==> src/rtl/mp_core_pipe.sv <==
// Two-stage ALU + register-file core with valid/ready instruction handshake.
// Define MP_FORWARD_EN to forward ALU results on hazards instead of interlocking.
module mp_core_pipe #(
  parameter int DATA_W    = 32,
  parameter int REG_COUNT = 32
) (
  input  logic              clk,
  input  logic              rst,
  input  logic              in_valid,
  output logic              in_ready,
  input  logic [31:0]       instr,
  output logic [DATA_W-1:0] result,
  output logic              out_valid,
  output logic [4:0]        out_rd,
  output logic              illegal
);

  localparam int ADDR_W = (REG_COUNT > 1) ? $clog2(REG_COUNT) : 1;

  typedef enum logic [5:0] {
    OP_NOP = 6'h00, OP_LDI = 6'h01, OP_NOT = 6'h02, OP_MAX = 6'h03,
    OP_AND = 6'h04, OP_ADD = 6'h05, OP_MIN = 6'h06, OP_NEG = 6'h07,
    OP_SUB = 6'h08, OP_AVG = 6'h0A, OP_XOR = 6'h0C, OP_ABS = 6'h0D,
    OP_OR  = 6'h0F
  } op_e;

  logic [DATA_W-1:0] rf [REG_COUNT];

  // decode stage register
  logic              d_valid;
  op_e               d_op;
  logic              d_ill;
  logic [ADDR_W-1:0] d_rd;
  logic [DATA_W-1:0] d_a;
  logic [DATA_W-1:0] d_b;

  logic [ADDR_W-1:0] rs1, rs2, rd;
  logic [31:0]       imm32;
  op_e               dec_op;
  logic              dec_ill;
  logic              d_wr;
  logic              haz1, haz2;
  logic              accept;
  logic [DATA_W-1:0] op_a, op_b;
  logic [DATA_W-1:0] alu_y;
  logic [DATA_W:0]   sum_ext;
  logic              unused_bits;

  assign rs1   = instr[6 +: ADDR_W];
  assign rs2   = instr[11 +: ADDR_W];
  assign rd    = instr[16 +: ADDR_W];
  assign imm32 = {{21{instr[31]}}, instr[31:21]};

  assign d_wr   = d_valid && (d_op != OP_NOP);
  assign haz1   = d_wr && (rs1 == d_rd);
  assign haz2   = d_wr && (rs2 == d_rd);
  assign accept = in_valid && in_ready;

  // Illegal opcodes are folded into NOP here so the execute stage sees only legal ops.
  always_comb begin
    dec_op  = OP_NOP;
    dec_ill = 1'b0;
    case (instr[5:0])
      6'h00, 6'h01, 6'h02, 6'h03, 6'h04, 6'h05, 6'h06, 6'h07,
      6'h08, 6'h0A, 6'h0C, 6'h0D, 6'h0F: dec_op = op_e'(instr[5:0]);
      default: dec_ill = 1'b1;
    endcase
  end

`ifdef MP_FORWARD_EN
  assign in_ready = 1'b1;
  always_comb begin
    op_a = haz1 ? alu_y : rf[rs1];
    op_b = haz2 ? alu_y : rf[rs2];
    if (dec_op == OP_LDI) op_b = imm32[DATA_W-1:0];
  end
`else
  // Stall for one cycle; the bubble lets the writeback land before the re-read.
  assign in_ready = !(in_valid && (haz1 || haz2));
  always_comb begin
    op_a = rf[rs1];
    op_b = rf[rs2];
    if (dec_op == OP_LDI) op_b = imm32[DATA_W-1:0];
  end
`endif

  assign sum_ext = {d_a[DATA_W-1], d_a} + {d_b[DATA_W-1], d_b};

  always_comb begin
    alu_y = '0;
    case (d_op)
      OP_LDI: alu_y = d_b;
      OP_NOT: alu_y = ~d_a;
      OP_MAX: alu_y = ($signed(d_a) > $signed(d_b)) ? d_a : d_b;
      OP_MIN: alu_y = ($signed(d_a) < $signed(d_b)) ? d_a : d_b;
      OP_AND: alu_y = d_a & d_b;
      OP_OR:  alu_y = d_a | d_b;
      OP_XOR: alu_y = d_a ^ d_b;
      OP_ADD: alu_y = d_a + d_b;
      OP_SUB: alu_y = d_a - d_b;
      OP_NEG: alu_y = '0 - d_a;
      OP_AVG: alu_y = sum_ext[DATA_W:1];
      OP_ABS: alu_y = d_a[DATA_W-1] ? ('0 - d_a) : d_a;
      default: alu_y = '0;
    endcase
  end

  always_ff @(posedge clk) begin
    if (rst) begin
      d_valid   <= 1'b0;
      d_op      <= OP_NOP;
      d_ill     <= 1'b0;
      d_rd      <= '0;
      d_a       <= '0;
      d_b       <= '0;
      result    <= '0;
      out_valid <= 1'b0;
      out_rd    <= '0;
      illegal   <= 1'b0;
      for (int unsigned i = 0; i < REG_COUNT; i++) rf[i] <= '0;
    end else begin
      out_valid <= d_wr;
      illegal   <= d_valid && d_ill;
      if (d_wr) begin
        rf[d_rd] <= alu_y;
        result   <= alu_y;
        out_rd   <= 5'(d_rd);
      end
      d_valid <= accept;
      if (accept) begin
        d_op  <= dec_op;
        d_ill <= dec_ill;
        d_rd  <= rd;
        d_a   <= op_a;
        d_b   <= op_b;
      end
    end
  end

  assign unused_bits = ^{instr, imm32, sum_ext[0]};

endmodule

==> config.mk <==
export PLATFORM = sky130hd
export DESIGN_NAME = mp_core_pipe
export DESIGN_NICKNAME = d
export VERILOG_FILES = /design/src/rtl/mp_core_pipe.sv
export SDC_FILE = /design/constraint.sdc
export NUM_CORES = 2
export LEC_CHECK = 0
export ABC_AREA = 1
export ABC_CLOCK_PERIOD_IN_PS = 4100
export BUFFER_PORTS_ARGS = -buffer_cell sky130_fd_sc_hd__buf_4
export CORE_MARGIN = 1
export CORE_UTILIZATION = 46
export DETAILED_ROUTE_END_ITERATION = 10
export RECOVER_POWER = 50
export SLEW_MARGIN = 15
export SYNTH_ARGS = -nofsm -noshare
export SYNTH_HDL_FRONTEND = slang
export SYNTH_SLANG_ARGS = --single-unit
==> constraint.sdc <==
create_clock -name clk -period 4.1 [get_ports clk]
set_input_delay 0.82 -clock clk [delete_from_list [all_inputs] [get_ports clk]]
set_output_delay 0.82 -clock clk [all_outputs]
set_load 0.1 [all_outputs]
==> metrics.yaml <==
top_layer: "met5"
r2r_start: "d_op[0]"
stdcell_count: 10410
ys_seq_elements: 1140
power_density_nw_per_um2: 421.2
whs_path_depth: 3
reg2reg_slack_ns: 0.03
wl_mm: 314.9
post-route-cell-area_um2: 76310
synthesis.nets: 8695
finalCritPeriodShare_pct: 99.34
via_count: 67890
async_reset_ff_share_pct: 0
seq_area_frac_synth_pct: 48.10
min-delay-start: "instr[23]"
path_class: "reg2reg"
max_freq_ghz: 0.2455
vias_per_cell: 6.525
fin_worst_skew_ns: 0.05670
remaining_drc_errors: 0
gp_congestion: 1.026
die_h_um: 388.6
fill_cells: 13990
yosysWarnings: 0
met1_length_mm: 116.7
holdCritPathClass: "in2reg"
cts_setup_buffers: 0
synth_cells: 8559
fin_ws_ns: 0.02701
fp.dieArea_um2: 151000
hold-worst-slack_ns: 0.3213
endpoint_kind: "flip-flop"
drtIter0Drc: 10160
hpwl_mm: 201.2
cts_made_buffers: 136
syn_to_final_growth_pct: 10.99
final_util_pct: 51.55
syn_area_um2: 68760
die_w_um: 388.6
pin_count: 75
cts_hold_buf: 0
synthDominantCellAreaShare_pct: 44.72
ant_nets: 0
cts_resized: 0
grtUsageTotal_pct: 40.46
dr.pass1.iters: 7
rsz0062_at_grt: "no"
port-buffer-count: 74
drive_gt1_share_pct: 11.32
initial_utilization_pct: 46.45
dr_wl_met2_mm: 137.7
setup_tns_ns: 0
pre_cts_ws_ns: 0.2353
worst_slew_pin_slew_ns: 3.801
dp_cells: 10160
core-area_um2: 148000
wl_per_cell_um: 30.27
grt_first_pass_wirelength_mm: 444.7
cts_sinks: 1140
peakVddDrop_uv: 397.5
period_needed_ns: 4.073
hold_viol: 0
totalPowerFinal_mw: 32.14
placementRows: 141
violations: "capacitance limit, slew limit"
setup_viol_count_final: 0
hold_end: "d_b[2]"
synth_cell_types: 46
synth-edff-count: 1024
cp.arrival_ns: 4.49
drv_cap: 3
htreeDepth: 4
outcome: "finished, violations left"
grt_pass1_vias: 63400
synthFlopType: "edfxtp_1"
gr-total-overflow: 0
p_leak_nw: 28.06
fin_nets: 8500
cts_tree: "yes"
clk_path_buf_depth: 3
start_kind: "flip-flop"
antenna_found_initial: 14
synth_area_leader_cell: "edfxtp_1"
slew_headroom_pct: -153.4
place_area_um2: 72380
worstRegToRegCells: 10
required_ns: 4.52
r2r_end: "rf[2][31]"
met3WireLength_mm: 40.00
yosys-top-cells-area: "edfxtp_1 (45%), nor2_1 (12%), o21ai_0 (9.3%), nand2_1 (4.8%), dfxtp_1 (3.4%)"
insertion_delay_ns: 0.81
clk_pin_slew_ns: 0.05
cp_max_fo: 20
cts-root-buf: "clkbuf_16"
grt_max_degree: 169
syn_area_per_cell_um2: 8.033
finalMaxSlewViolations: 148
[worst max-delay path: stages (launching register included)]
cell	delay, ns
dfxtp_1	0.40
nor2_1	0.13
nand3_1	0.10
nand2_1	0.11
nor2_1	0.13
inv_1	0.19
nor3_1	0.21
clkbuf_1	0.64
nand2_2	0.09
nand2_1	0.94
clkbuf_4	0.70
[worst max path at each step]
| stage | start | to | slack [ns] | depth (start not counted) |
|---|---|---|---|---|
| CTS | d_b[17] | rf[3][22] | 0.21 | 16 |
| global placement | d_b[17] | rf[30][22] | 0.19 | 16 |
| finish | d_op[0] | rf[2][31] | 0.03 | 10 |
| floorplan | d_a[31] | rf[4][6] | 0.76 | 18 |
| detailed placement | d_b[17] | rf[26][22] | 0.24 | 16 |
| global route | d_b[19] | rf[1][16] | 0.004 | 16 |
[metal layers]
layer  up-vias  track usage (%)
met5         -                0
met4        16            22.90
met3      1100            9.751
met2      5107            62.10
met1     32540            52.28
li1      29140                -
[layout make-up]
class,instances,area [µm²],share of cell area [%]
multi-input combinational,6265,30710,40.25
antenna,3,7.507,0.009838
sequential,1140,33070,43.34
clock inverter,69,822.0,1.077
tap,1930,2415,3.165
clock buffer,177,3701,4.850
inverter,378,1458,1.910
timing repair buffer,443,4120,5.399
[flip-flops by register name, summed over array words and instances, names as in the netlist]
name and count:
d_a 32, d_b 32, d_ill 1, d_op 6, d_rd 5, d_valid 1, illegal 1, out_rd 5
out_valid 1, result 32, rf 1024
[power breakdown]
part	internal (mW)	switching (mW)	leakage [nW]	total [mW]
Clock	7.14	5.31	2.21	12.5
Sequential	13.1	0.248	11.6	13.3
Combinational	1.68	4.71	14.2	6.39
Total	21.9	10.3	28.1	32.1
[cell families after synthesis]
kind of cell	synth area share, %
AND/OR/NAND/NOR	23.90
AO/OA/AOI/OAI	18.33
buffers and inverters	7.428
flip-flops	48.10
adder cells (fa/ha/maj)	1.860
XOR/XNOR	0.3822
[layout by cell type, fill, tap and decap left out, types with 116 or more instances in the layout]
master     Yosys  routed
nor2_1      2218    2214
o21ai_0     1276    1275
edfxtp_1    1024    1024
nand2_1      876     848
nand3_1      447     447
o22ai_1      356     356
inv_1        361     355
nor2_2       298     296
buf_4         37     267
o221ai_1     189     189
a21oi_1      152     152
clkbuf_16      0     139
o211ai_1     124     124
dfxtp_1      116     116
[cells in the mapped netlist (2+ instances only)]
library cell  count
clkinv_1          5
nor2_2          298
a21oi_1         152
o21ai_1           2
o21bai_1          9
a31oi_1          34
nor3_1           32
nor4_1            7
a22oi_1           2
a21oi_2           2
nand4_1          27
inv_1           361
and2_1           26
xnor2_1           3
o221ai_1        189
nand2_2           4
clkbuf_1        551
buf_2            65
nor2_1         2218
a21o_1            2
nand3_4           2
inv_2            12
edfxtp_1       1024
a221oi_1         23
buf_1            49
dfxtp_1         116
buf_4            37
o21ai_0        1276
buf_6            74
nand2_1         876
o22ai_1         356
o2111ai_1         4
o22a_1            3
and3_1            2
ha_1             99
xor2_1           27
o211ai_1        124
nand3_1         447
nand3b_1          7
a211oi_1          3
fa_1              2
nand2_4           3
(Power assumes the default switching activity.)
